--- src/rtl/pipelined_cla_adder_if.sv ---
// ----------------------------------------------------------------------------
// pipelined_cla_adder_if
//
// Purpose : Operand/result bundle for the pipelined carry-lookahead adder.
//           Carries the input valid/ready handshake with its operands and the
//           output valid/ready handshake with the result and flags.
//
// Signals : in_valid, in_ready  - input handshake
//           a, b, c_in, sub     - operands, carry/borrow in, subtract select
//           out_valid, out_ready- output handshake
//           s, c_out, ovf, zero - result and flags
//
// Modports: master - the producer/consumer around the adder
//           slave  - the adder itself
// ----------------------------------------------------------------------------
interface pipelined_cla_adder_if #(
    parameter int WIDTH = 16
);
    logic             in_valid;
    logic             in_ready;
    logic [WIDTH-1:0] a;
    logic [WIDTH-1:0] b;
    logic             c_in;
    logic             sub;
    logic             out_valid;
    logic             out_ready;
    logic [WIDTH-1:0] s;
    logic             c_out;
    logic             ovf;
    logic             zero;

    modport master (
        output in_valid, a, b, c_in, sub, out_ready,
        input  in_ready, out_valid, s, c_out, ovf, zero
    );

    modport slave (
        input  in_valid, a, b, c_in, sub, out_ready,
        output in_ready, out_valid, s, c_out, ovf, zero
    );
endinterface

--- src/rtl/pipelined_cla_adder.sv ---
// ----------------------------------------------------------------------------
// pipelined_cla_adder
//
// Purpose : Pipelined carry-lookahead adder/subtractor. The operands are split
//           into BLOCK-bit lookahead groups; stage k finalises group k, so the
//           pipeline is NBLK = WIDTH/BLOCK stages deep with NBLK cycles of
//           latency. A single global advance signal moves every stage at once
//           (bubbles included) and holds everything while the output stalls.
//
// Ports   : clk  - rising-edge clock
//           rst  - synchronous, active-high reset
//           bus  - pipelined_cla_adder_if.slave (handshakes, operands, result,
//                  c_out, ovf, zero)
//
// Parameters: WIDTH - operand/result width, multiple of BLOCK
//             BLOCK - lookahead group width (bits finalised per stage)
// ----------------------------------------------------------------------------
module pipelined_cla_adder #(
    parameter int WIDTH = 16,
    parameter int BLOCK = 4
) (
    input logic                  clk,
    input logic                  rst,
    pipelined_cla_adder_if.slave bus
);
    localparam int NBLK = (BLOCK < 1) ? 1 : WIDTH / BLOCK;

    generate
        if (BLOCK < 1 || WIDTH < BLOCK || (WIDTH % BLOCK) != 0) begin : g_param_check
            $error("pipelined_cla_adder: WIDTH must be a non-zero multiple of BLOCK");
        end
    endgenerate

    // Stage registers. sum_q[k] holds finalised bits [BLOCK*(k+1)-1:0];
    // a_q/b_q[k] still carry the unprocessed upper groups (b already inverted
    // for subtraction); carry_q[k] is the carry into group k+1.
    logic [NBLK-1:0]  valid_q, valid_d;
    logic [NBLK-1:0]  carry_q, carry_d;
    logic [WIDTH-1:0] sum_q [NBLK];
    logic [WIDTH-1:0] sum_d [NBLK];
    logic [WIDTH-1:0] a_q   [NBLK];
    logic [WIDTH-1:0] a_d   [NBLK];
    logic [WIDTH-1:0] b_q   [NBLK];
    logic [WIDTH-1:0] b_d   [NBLK];
    // Carry into the MSB exists only for the last group, so only one register.
    logic             cmsb_q, cmsb_d;

    // Per-stage sources: stage 0 reads the ports, stage k reads stage k-1.
    logic             src_v   [NBLK];
    logic             src_c   [NBLK];
    logic [WIDTH-1:0] src_a   [NBLK];
    logic [WIDTH-1:0] src_b   [NBLK];
    logic [WIDTH-1:0] src_sum [NBLK];

    logic adv;

    // The whole pipeline moves together; only a stalled output freezes it.
    assign adv          = ~valid_q[NBLK-1] | bus.out_ready;
    assign bus.in_ready = adv & ~rst;

    always_comb begin
        src_v[0]   = bus.in_valid;
        src_a[0]   = bus.a;
        src_b[0]   = bus.sub ? ~bus.b : bus.b;
        src_c[0]   = bus.c_in ^ bus.sub;
        src_sum[0] = '0;
        for (int k = 1; k < NBLK; k++) begin
            src_v[k]   = valid_q[k-1];
            src_a[k]   = a_q[k-1];
            src_b[k]   = b_q[k-1];
            src_c[k]   = carry_q[k-1];
            src_sum[k] = sum_q[k-1];
        end
    end

    always_comb begin
        logic [BLOCK-1:0] g;
        logic [BLOCK-1:0] p;
        logic [BLOCK:0]   c;
        logic             term;
        // NOTE: every output of a combinational block gets a value on every
        // path (here a default first) so no latch is inferred.
        cmsb_d = 1'b0;
        for (int k = 0; k < NBLK; k++) begin
            g = src_a[k][k*BLOCK +: BLOCK] & src_b[k][k*BLOCK +: BLOCK];
            p = src_a[k][k*BLOCK +: BLOCK] ^ src_b[k][k*BLOCK +: BLOCK];

            // Full lookahead: c[j] = (p[j-1..0] & cin) | OR_m (g[m] & p[j-1..m+1]).
            // Each carry is a flat sum of products, never a chain through c[j-1].
            c[0] = src_c[k];
            for (int j = 1; j <= BLOCK; j++) begin
                term = src_c[k];
                for (int m = 0; m < j; m++) begin
                    term = term & p[m];
                end
                c[j] = term;
                for (int m = 0; m < j; m++) begin
                    term = g[m];
                    for (int n = m + 1; n < j; n++) begin
                        term = term & p[n];
                    end
                    c[j] = c[j] | term;
                end
            end

            valid_d[k]                    = src_v[k];
            sum_d[k]                      = src_sum[k];
            sum_d[k][k*BLOCK +: BLOCK]    = p ^ c[BLOCK-1:0];
            carry_d[k]                    = c[BLOCK];
            a_d[k]                        = src_a[k];
            b_d[k]                        = src_b[k];
            if (k == NBLK - 1) begin
                cmsb_d = c[BLOCK-1];
            end
        end
    end

    // NOTE: sequential state uses non-blocking assignments so every stage
    // samples its predecessor's pre-edge value.
    always_ff @(posedge clk) begin
        if (rst) begin
            // NOTE: every stage is reset, not just the valid bits, because the
            // last stage drives s and the flags, which must read zero after reset.
            valid_q <= '0;
            carry_q <= '0;
            cmsb_q  <= 1'b0;
            for (int k = 0; k < NBLK; k++) begin
                sum_q[k] <= '0;
                a_q[k]   <= '0;
                b_q[k]   <= '0;
            end
        end else if (adv) begin
            valid_q <= valid_d;
            carry_q <= carry_d;
            cmsb_q  <= cmsb_d;
            for (int k = 0; k < NBLK; k++) begin
                sum_q[k] <= sum_d[k];
                a_q[k]   <= a_d[k];
                b_q[k]   <= b_d[k];
            end
        end
    end

    assign bus.out_valid = valid_q[NBLK-1];
    assign bus.s         = sum_q[NBLK-1];
    assign bus.c_out     = carry_q[NBLK-1];
    assign bus.ovf       = cmsb_q ^ carry_q[NBLK-1];
    assign bus.zero      = (sum_q[NBLK-1] == '0);

endmodule

--- src/flat_wrapper.sv ---
// flat-port wrapper written by rule: the top's interface ports become plain ports
module pipelined_cla_adder_flat 
#(
    parameter int WIDTH = 16,
    parameter int BLOCK = 4
)
  (clk, rst, bus_in_valid, bus_a, bus_b, bus_c_in, bus_sub, bus_out_ready, bus_in_ready, bus_out_valid, bus_s, bus_c_out, bus_ovf, bus_zero);
  pipelined_cla_adder_if #(.WIDTH(WIDTH)) bus_i ();
  input logic clk;
  input logic rst;
  input wire logic [$bits(bus_i.in_valid)-1:0] bus_in_valid;
  input wire logic [$bits(bus_i.a)-1:0] bus_a;
  input wire logic [$bits(bus_i.b)-1:0] bus_b;
  input wire logic [$bits(bus_i.c_in)-1:0] bus_c_in;
  input wire logic [$bits(bus_i.sub)-1:0] bus_sub;
  input wire logic [$bits(bus_i.out_ready)-1:0] bus_out_ready;
  output wire logic [$bits(bus_i.in_ready)-1:0] bus_in_ready;
  output wire logic [$bits(bus_i.out_valid)-1:0] bus_out_valid;
  output wire logic [$bits(bus_i.s)-1:0] bus_s;
  output wire logic [$bits(bus_i.c_out)-1:0] bus_c_out;
  output wire logic [$bits(bus_i.ovf)-1:0] bus_ovf;
  output wire logic [$bits(bus_i.zero)-1:0] bus_zero;
  assign bus_i.in_valid = bus_in_valid;
  assign bus_i.a = bus_a;
  assign bus_i.b = bus_b;
  assign bus_i.c_in = bus_c_in;
  assign bus_i.sub = bus_sub;
  assign bus_i.out_ready = bus_out_ready;
  assign bus_in_ready = bus_i.in_ready;
  assign bus_out_valid = bus_i.out_valid;
  assign bus_s = bus_i.s;
  assign bus_c_out = bus_i.c_out;
  assign bus_ovf = bus_i.ovf;
  assign bus_zero = bus_i.zero;
  pipelined_cla_adder #(.WIDTH(WIDTH), .BLOCK(BLOCK)) u_core (.clk(clk), .rst(rst), .bus(bus_i));
endmodule
--- config.mk ---
export PLATFORM = sky130hd
export DESIGN_NAME = pipelined_cla_adder_flat
export DESIGN_NICKNAME = d
export VERILOG_FILES = /design/src/rtl/pipelined_cla_adder_if.sv /design/src/rtl/pipelined_cla_adder.sv /design/src/flat_wrapper.sv
export SDC_FILE = /design/constraint.sdc
export NUM_CORES = 1
export LEC_CHECK = 0
export ABC_AREA = 1
export CAP_MARGIN = 20
export CORE_MARGIN = 2
export CORE_UTILIZATION = 45
export CTS_BUF_LIST = sky130_fd_sc_hd__clkbuf_4
export CTS_CLUSTER_DIAMETER = 60
export CTS_CLUSTER_SIZE = 8
export DETAILED_ROUTE_END_ITERATION = 6
export PLACE_DENSITY = 0.78
export SLEW_MARGIN = 20
export SYNTH_ARGS = -nofsm -noshare
export SYNTH_HDL_FRONTEND = slang
export SYNTH_SLANG_ARGS = --single-unit
export TNS_END_PERCENT = 5
--- constraint.sdc ---
create_clock -name clk -period 4.29 [get_ports clk]
set_input_delay 0.858 -clock clk [delete_from_list [all_inputs] [get_ports clk]]
set_output_delay 0.858 -clock clk [all_outputs]
set_load 0.005 [all_outputs]
==> flow_metrics.py, run 1 <==
metrics = {
    "min_path": {
        "worstHoldEndpoint": "u_core.valid_q[3]$_SDFFE_PP0P_",
        "hold_class": "reg -> reg",
        "hp-start": "u_core.valid_q[2]$_SDFFE_PP0P_",
        "min_delay_path_depth": 2,
    },
    "cts": {
        "cts_made_buffers": 9,
        "cts_hold_buffers": 0,
        "cts_tree": "yes",
        "cts_resized": 0,
        "clk_latency_ns": 0.44,
        "cts.sinks": 97,
        "clk_pin_slew_ns": 0.16,
        "htree_levels": 3,
        "cts_root_buffer": "clkbuf_4",
        "post-cts-setup-buffer-count": 0,
        "cts.path.max_buffers": 2,
    },
    "power_and_ir_drop": {
        "power.density_mw_per_mm2": 342,
        "comb_power_share_pct": 13.2,
        "ir_drop_mv": 0.167,
        "power.internal_mw": 1.41,
        "power.leakage_nw": 2.29,
        "switchingPower_mw": 0.449,
        "swShare_pct": 24.2,
        "clkPwrFrac_pct": 26.2,
        "power_frac_seq_pct": 60.6,
    },
    "timing": {
        "setup_viol": 0,
        "finClkSkew_ns": 0.0211,
        "fin_crit_ns": 3.18,
        "fin_tns_setup_ns": 0,
        "hold_viol": 0,
        "drv_slew": 0,
        "rsz0062_at_grt": "false",
        "fin_crit_sh_pct": 74.1,
        "max_freq_mhz": 315,
        "slew_headroom_pct": 46.2,
        "worst_slew_pin_slew_ns": 0.806,
        "whs_ns": 0.460,
    },
    "synthesis": {
        "syn-num-nets": 462,
        "yosysTopAreaCellShare_pct": 57.1,
        "yosys.cell_types.count": 24,
        "ys_ff_latch": 97,
        "yosys.area.top_type": "edfxtp_1",
        "synth.area.top_cells": "edfxtp_1 57%, nor2_2 8.3%, inv_1 6.7%",
        "mappedNetlistArea_mm2": 0.00462,
        "ys_seq_area_share_pct": 61.0,
        "ys_warn_count": 0,
        "avgSynthCellArea_um2": 11.6,
        "syn_inst": 400,
    },
    "setup_path": {
        "crit_fanout": 14,
        "reg2reg_depth": 6,
        "cp-end-kind": "output pin",
        "timing.rr.start": "u_core.valid_q[3]$_SDFFE_PP0P_",
        "crit_path_start_kind": "input port",
        "required_ns": 3.43,
        "r2r_end": "u_core.sum_q[0][2]$_SDFFCE_PN0P_",
        "reg2reg_slack_ns": 2.37,
        "crit_type": "in -> out",
        "cp_data_arrival_time_ns": 2.32,
    },
    "final_layout": {
        "syn2layout_area_growth_pct": 17.5,
        "final_layout_size_suffix_gt1_share_pct": 17.6,
        "mostFrequentLayoutCell": "edfxtp_1",
        "utilization_pct": 53.6,
        "final_nets": 523,
        "final_cell_mix": "88 x edfxtp_1, 82 x inv_1, 61 x nor2_2, 58 x clkdlybuf4s50_1, 36 x nand2_1",
        "n_antenna_cell": 0,
    },
    "detailed_routing": {
        "ant_nets": 0,
        "drtIter0Drc": 47,
        "viasPerCell": 4.45,
        "dr.pass1.iters": 4,
        "post_drt_wl_per_cell_um": 10.8,
        "wirelength_um": 6480,
        "drc": 0,
        "vias": 2677,
    },
    "floorplan": {
        "row_count": 37,
        "initial_core_util_pct": 45.6,
        "dieWidth_um": 105,
        "dieHeight_um": 105,
        "ioPinCount": 59,
        "die-area_mm2": 0.0111,
        "core_mm2": 0.0101,
    },
    "job": {
        "maxCapViolCount": 0,
    },
    "place": {
        "portBuffers": 58,
        "gp_congestion": 0.805,
        "dp_hpwl_um": 4670,
    },
    "grt": {
        "grt_max_degree": 68,
        "overflow": 0,
        "grt_pass1_vias": 2517,
        "grtUsageTotal_pct": 12.3,
        "antenna_found_initial": 0,
        "grt_pass1_wl_um": 10800,
    },
    "outcome": {
        "status": "finished clean",
    },
}
[critical path: stages]
cell and delay [ns]:
clkdlybuf4s50_1 0.49, nor2_2 0.08, nor2_4 0.32, clkdlybuf4s50_1 0.58
[routing by layer]
metal | wire, um | global-route usage (%)
met3 | 317 | 2.78
met1 | 2780 | 14.0
met4 | 131 | 5.43
met2 | 3250 | 21.9
met5 | 0 | 0
[area by class of cell]
| class | instances | area, um2 |
|---|---|---|
| clock inverter | 7 | 75.1 |
| multi-input combinational | 208 | 1360 |
| inverter | 83 | 314 |
| tap | 136 | 170 |
| sequential | 97 | 2820 |
| clock buffer | 9 | 67.6 |
| fill | 836 | 4710 |
| timing repair buffer | 62 | 623 |
[synthesized netlist by cell type, drive strengths merged]
library cell / n
edfxtp: 88
nand2: 37
nand3: 10
buf: 12
o22ai: 2
nand4: 4
dfxtp: 9
ha: 20
nor3: 4
xnor2: 17
fa: 4
o21ai: 6
nor2: 91
nor4: 4
a21oi: 2
xor2: 5
o21a: 2
inv: 83
[flip-flops by register name, summed over array words and instances (netlist names)]
signal and cells:
u_core.a_q 24, u_core.b_q 24, u_core.carry_q 4, u_core.cmsb_q 1, u_core.sum_q 40, u_core.valid_q 4
[worst max-delay path by stage]
stage                        from                             end  slack, ns  cells past startpoint
floorplan           bus_out_ready  u_core.carry_q[0]$_SDFFE_PP0P_       0.78                      5
global placement    bus_out_ready                    bus_in_ready       1.12                      4
detailed placement  bus_out_ready                    bus_in_ready       1.10                      4
CTS                 bus_out_ready                    bus_in_ready       1.09                      4
global route        bus_out_ready                    bus_in_ready       1.06                      4
finish              bus_out_ready                    bus_in_ready       1.11                      4
[kinds of logic (layout without fill, tap and decap cells)]
logic type               after synthesis  after routing  synth area share [%]
XOR/XNOR                              22             22                  4.17
adder cells (fa/ha/maj)               24             24                  7.14
buffers and inverters                 95            161                  9.74
AND/OR/NAND/NOR                      150            150                  16.5
AO/OA/AOI/OAI                         12             12                  1.46
flip-flops                            97             97                  61.0
[power groups by stage]
stage	clock [mW]	combinational, mW	sequential (mW)
6_report	0.488	0.245	1.13
3_3_place_gp	0	0.239	1.14
4_1_cts	0.502	0.250	1.13
3_5_place_dp	0	0.248	1.15
5_1_grt	0.531	0.276	1.13
2_1_floorplan	0	0.168	1.14
[metrics by stage]
step	instances	power (mW)	setup slack, ns	instance area (um2)
global route	602	1.94	1.06	5430
finish	602	1.86	1.11	5430
global placement	586	1.38	1.12	5290
CTS	602	1.88	1.09	5430
detailed placement	586	1.40	1.10	5290
floorplan	400	1.31	0.780	4620
Note: power is estimated with default switching activity, not from simulation.
==> run 2, diff against run 1 <==
==> constraint.sdc (replaced) <==
create_clock -name clk -period 3.3 [get_ports clk]
set_input_delay 0.66 -clock clk [delete_from_list [all_inputs] [get_ports clk]]
set_output_delay 0.66 -clock clk [all_outputs]
set_load 0.005 [all_outputs]
==> flow_metrics.py, run 2 (synthesis results as in run 1) <==
metrics = {
    "floorplan": {
        "dieHeight_um": 105,
        "row_count": 37,
        "die-area_mm2": 0.0111,
        "initial_core_util_pct": 45.6,
        "dieWidth_um": 105,
        "ioPinCount": 59,
        "core_mm2": 0.0101,
    },
    "timing": {
        "drv_slew": 0,
        "fin_crit_sh_pct": 77.2,
        "finClkSkew_ns": 0.0241,
        "slew_headroom_pct": 69.2,
        "rsz0062_at_grt": "false",
        "worst_slew_pin_slew_ns": 0.463,
        "final.setup.worst_slack_ns": 0.752,
        "whs_ns": 0.481,
        "hold_viol": 0,
        "max_freq_mhz": 393,
        "fin_tns_setup_ns": 0,
        "fin_crit_ns": 2.55,
        "setup_viol": 0,
    },
    "grt": {
        "grt_pass1_vias": 2561,
        "overflow": 0,
        "grtUsageTotal_pct": 12.8,
        "grt_max_degree": 51,
        "grt_pass1_wl_um": 11200,
        "antenna_found_initial": 0,
    },
    "setup_path": {
        "timing.rr.start": "u_core.valid_q[3]$_SDFFE_PP0P_",
        "cp.depth": 4,
        "reg2reg_depth": 7,
        "cp-end-kind": "output pin",
        "cp_slowest_cell": "clkdlybuf4s50_1",
        "cp_top_family": "simple AND/OR/NAND/NOR gates",
        "max_stage_delay_ns": 0.50,
        "cp_data_arrival_time_ns": 1.89,
        "crit_chain": "nor4_1, nand2_1, nor2_1, clkdlybuf4s50_1",
        "required_ns": 2.64,
        "crit_buf_inv": 1,
        "crit_path_start_kind": "flop",
        "crit_type": "reg -> out",
        "crit_fanout": 2,
        "startpoint": "u_core.sum_q[0][49]$_SDFFCE_PN0P_",
    },
    "min_path": {
        "hp-start": "u_core.cmsb_q$_SDFFE_PP0P_",
        "min_delay_path_depth": 2,
        "hold_class": "reg -> reg",
    },
    "detailed_routing": {
        "post_drt_wl_per_cell_um": 10.4,
        "dr.pass1.iters": 6,
        "drc": 0,
        "ant_nets": 0,
        "wirelength_um": 6330,
        "drtIter0Drc": 127,
        "viasPerCell": 4.37,
        "vias": 2658,
    },
    "cts": {
        "cts_tree": "yes",
        "clk_latency_ns": 0.44,
        "cts_made_buffers": 9,
        "post-cts-setup-buffer-count": 0,
        "cts.sinks": 97,
        "cts_hold_buffers": 0,
        "cts_root_buffer": "clkbuf_4",
        "cts.path.max_buffers": 2,
        "htree_levels": 3,
        "clk_pin_slew_ns": 0.16,
        "cts_resized": 0,
    },
    "final_layout": {
        "regMostFlops": "u_core.sum_q",
        "largest_reg_flops": 40,
        "n_antenna_cell": 0,
        "final_layout_size_suffix_gt1_share_pct": 18.9,
        "mostFrequentLayoutCell": "edfxtp_1",
        "syn2layout_area_growth_pct": 17.9,
        "utilization_pct": 53.8,
        "reg.largest.list": "u_core.sum_q: 40 flops, u_core.a_q: 24 flops, u_core.b_q: 24 flops",
        "nFillCells": 865,
        "final_nets": 529,
        "final_cell_mix": "88 x edfxtp_1, 82 x inv_1, 61 x nor2_2, 58 x clkdlybuf4s50_1, 36 x nand2_1",
        "finalInstanceArea_mm2": 0.00545,
    },
    "power_and_ir_drop": {
        "power.density_mw_per_mm2": 429,
        "power.leakage_nw": 2.31,
        "ir_drop_mv": 0.175,
    },
    "place": {
        "placed_area_mm2": 0.00533,
        "gp_congestion": 0.797,
        "portBuffers": 58,
        "dp_hpwl_um": 4610,
        "pre_cts_slack_ns": 0.704,
    },
    "job": {
        "maxCapViolCount": 0,
    },
    "outcome": {
        "status": "finished clean",
    },
}
-- run 2: layout make-up --
cell class	count	area, um2	share of cell area (%)
multi-input combinational	208	1360	24.9
timing repair buffer	68	668	12.3
clock buffer	9	67.6	1.24
tap	136	170	3.12
clock inverter	7	52.6	0.964
inverter	83	314	5.76
sequential	97	2820	51.8
-- run 2: final timing paths --
path	to	slack, ns
worst max-delay path	bus_zero	0.75
worst min-delay path	u_core.cmsb_q$_SDFFE_PP0P_	0.48
worst max register to register	u_core.b_q[0][29]$_SDFFCE_PN0P_	1.50
worst min register to register	u_core.cmsb_q$_SDFFE_PP0P_	0.48
-- run 2: metal layers --
| layer | track usage, % | wire [um] | vias to the layer above |
|---|---|---|---|
| li1 | - | - | 1396 |
| met1 | 15.3 | 2750 | 1189 |
| met2 | 21.6 | 3180 | 65 |
| met3 | 3.96 | 303 | 8 |
| met4 | 5.14 | 92 | 0 |
| met5 | 0 | 0 | - |
-- run 2: worst reg2reg max path, delay by kind of cell (launching register included) --
kind	cells	cell delay, ns
buffers and inverters	4	0.93
flip-flops	1	0.37
AND/OR/NAND/NOR	3	0.29
-- run 2: stage by stage --
| stage | std cells | power [mW] |
|---|---|---|
| 6_report | 608 | 2.34 |
| 3_3_place_gp | 592 | 1.80 |
| 4_1_cts | 608 | 2.36 |
| 3_5_place_dp | 592 | 1.82 |
| 2_1_floorplan | 400 | 1.70 |
| 5_1_grt | 608 | 2.45 |
-- run 2: report_power, final --
group          internal, mW  switching, mW  leakage (nW)  total, mW
logic                 0.166          0.158          1.13      0.323
registers              1.43         0.0306          1.12       1.46
clock network         0.162          0.392        0.0623      0.553
==> run 3, diff against run 2 <==
--- a/config.mk
+++ b/config.mk
@@ -13,7 +13,7 @@
 export CTS_CLUSTER_DIAMETER = 60
 export CTS_CLUSTER_SIZE = 8
 export DETAILED_ROUTE_END_ITERATION = 6
-export PLACE_DENSITY = 0.78
+export PLACE_DENSITY = 0.81
 export SLEW_MARGIN = 20
 export SYNTH_ARGS = -nofsm -noshare
 export SYNTH_HDL_FRONTEND = slang
==> constraint.sdc (replaced) <==
create_clock -name clk -period 2.3 [get_ports clk]
set_input_delay 0.46 -clock clk [delete_from_list [all_inputs] [get_ports clk]]
set_output_delay 0.46 -clock clk [all_outputs]
set_load 0.005 [all_outputs]
==> flow_metrics.py, run 3 (synthesis results as in run 1) <==
metrics = {
    "final_layout": {
        "finalInstanceArea_mm2": 0.00552,
        "regMostFlops": "u_core.sum_q",
        "nFillCells": 847,
        "syn2layout_area_growth_pct": 19.4,
        "utilization_pct": 54.4,
        "final_cell_mix": "88 x edfxtp_1, 82 x inv_1, 61 x nor2_2, 57 x clkdlybuf4s50_1, 36 x nand2_1",
        "ff_latch_area_mm2": 0.00282,
        "final_nets": 530,
        "final_layout_size_suffix_gt1_share_pct": 19.1,
        "mostFrequentLayoutCell": "edfxtp_1",
        "reg.largest.list": "u_core.sum_q: 40 flops, u_core.a_q: 24 flops, u_core.b_q: 24 flops",
        "largest_reg_flops": 40,
        "multiInputGateArea_mm2": 0.00137,
        "n_antenna_cell": 0,
    },
    "floorplan": {
        "row_count": 37,
        "dieWidth_um": 105,
        "dieHeight_um": 105,
        "die-area_mm2": 0.0111,
        "initial_core_util_pct": 45.6,
        "core_mm2": 0.0101,
        "ioPinCount": 59,
    },
    "timing": {
        "whs_ns": 0.486,
        "final.setup.worst_slack_ns": 0.229,
        "rsz0062_at_grt": "false",
        "hold_viol": 0,
        "finClkSkew_ns": 0.0184,
        "slew_headroom_pct": 81.4,
        "drv_slew": 0,
        "setup_viol": 0,
        "worst_slew_pin_slew_ns": 0.277,
        "fin_crit_ns": 2.07,
        "fin_crit_sh_pct": 90.0,
        "max_freq_mhz": 483,
    },
    "setup_path": {
        "max_stage_delay_ns": 0.51,
        "cp_top_family": "buffers and inverters",
        "cp_data_arrival_time_ns": 1.61,
        "crit_chain": "clkdlybuf4s50_1, nor2_2, nor2_4, clkdlybuf4s50_1",
        "crit_path_start_kind": "input port",
        "reg2reg_depth": 6,
        "crit_fanout": 2,
        "cp_slowest_cell": "clkdlybuf4s50_1",
        "crit_buf_inv": 2,
        "crit_type": "in -> out",
        "cp.depth": 4,
        "required_ns": 1.84,
        "cp-end-kind": "output pin",
        "cp_common_cell": "clkdlybuf4s50_1",
    },
    "detailed_routing": {
        "ant_nets": 0,
        "drc": 0,
        "vias": 2695,
        "dr.pass1.iters": 4,
        "drtIter0Drc": 126,
        "wirelength_um": 6400,
        "viasPerCell": 4.43,
        "post_drt_wl_per_cell_um": 10.5,
    },
    "cts": {
        "clk_latency_ns": 0.43,
        "clk_pin_slew_ns": 0.13,
        "cts.sinks": 97,
        "cts_root_buffer": "clkbuf_4",
        "cts.path.max_buffers": 2,
        "htree_levels": 3,
        "cts_tree": "yes",
        "cts_made_buffers": 9,
    },
    "place": {
        "portBuffers": 58,
        "pre_cts_slack_ns": -0.132,
        "placed_area_mm2": 0.00537,
        "dp_hpwl_um": 4700,
        "gp_congestion": 0.769,
    },
    "min_path": {
        "hold_class": "reg -> reg",
        "min_delay_path_depth": 2,
    },
    "power_and_ir_drop": {
        "power.density_mw_per_mm2": 624,
        "power.leakage_nw": 2.34,
        "ir_drop_mv": 0.327,
        "total_power_mw": 3.44,
    },
    "grt": {
        "grtUsageTotal_pct": 12.8,
        "grt_max_degree": 44,
        "antenna_found_initial": 0,
        "overflow": 0,
        "grt_pass1_wl_um": 11300,
        "grt_pass1_vias": 2611,
    },
    "outcome": {
        "status": "finished clean",
    },
    "job": {
        "maxCapViolCount": 0,
    },
}
## run 3: repair_timing
item | CTS | global route
resized for setup | 2 | 0
hold buffers | 0 | 0
endpoints found under the hold margin | 0 | 0
buffers inserted | 1 | 0
setup endpoints to repair | 1 | 0
## run 3: final timing paths
kind / start / endpoint / slack (ns)
worst min register to register: u_core.cmsb_q$_SDFFE_PP0P_ / u_core.cmsb_q$_SDFFE_PP0P_ / 0.49
worst max-delay path: bus_out_ready / bus_in_ready / 0.23
worst max register to register: u_core.b_q[0][24]$_SDFFCE_PN0P_ / u_core.sum_q[0][42]$_SDFFCE_PN0P_ / 0.58
worst min-delay path: u_core.cmsb_q$_SDFFE_PP0P_ / u_core.cmsb_q$_SDFFE_PP0P_ / 0.49
## run 3: layout make-up
type                            count  share of cell area, %
Clock buffer                        9                   1.22
Clock inverter                      6                   1.25
Inverter                           83                   5.69
Multi-Input combinational cell    208                   24.7
Sequential cell                    97                   51.1
Tap cell                          136                   3.08
Timing Repair Buffer               69                   12.9
## run 3: where the power goes
group          total [mW]  switching (mW)  internal (mW)
Sequential           2.10          0.0451           2.05
Combinational       0.473           0.232          0.241
Clock               0.871           0.538          0.332
Total                3.44           0.815           2.63
## run 3: per-layer routing
layer  up-vias  GRT usage, %  share of wire, %
li1       1407             -                 -
met2        58          21.8                52
met5         -             0                 0
met3         6          3.59               4.2
met4         0          5.14               1.2
met1      1224          15.2                42
## run 3: per-stage QoR
| step | std cells | TNS, ns |
|---|---|---|
| floorplan | 400 | 0 |
| global placement | 592 | 0 |
| detailed placement | 592 | -0.216 |
| CTS | 608 | 0 |
| global route | 608 | 0 |
| finish | 608 | 0 |
## run 3: worst min-delay path, stage by stage, from the launching register on
cell     delay, ns
dfxtp_1       0.35
nand2_1       0.07
nand2_1       0.04
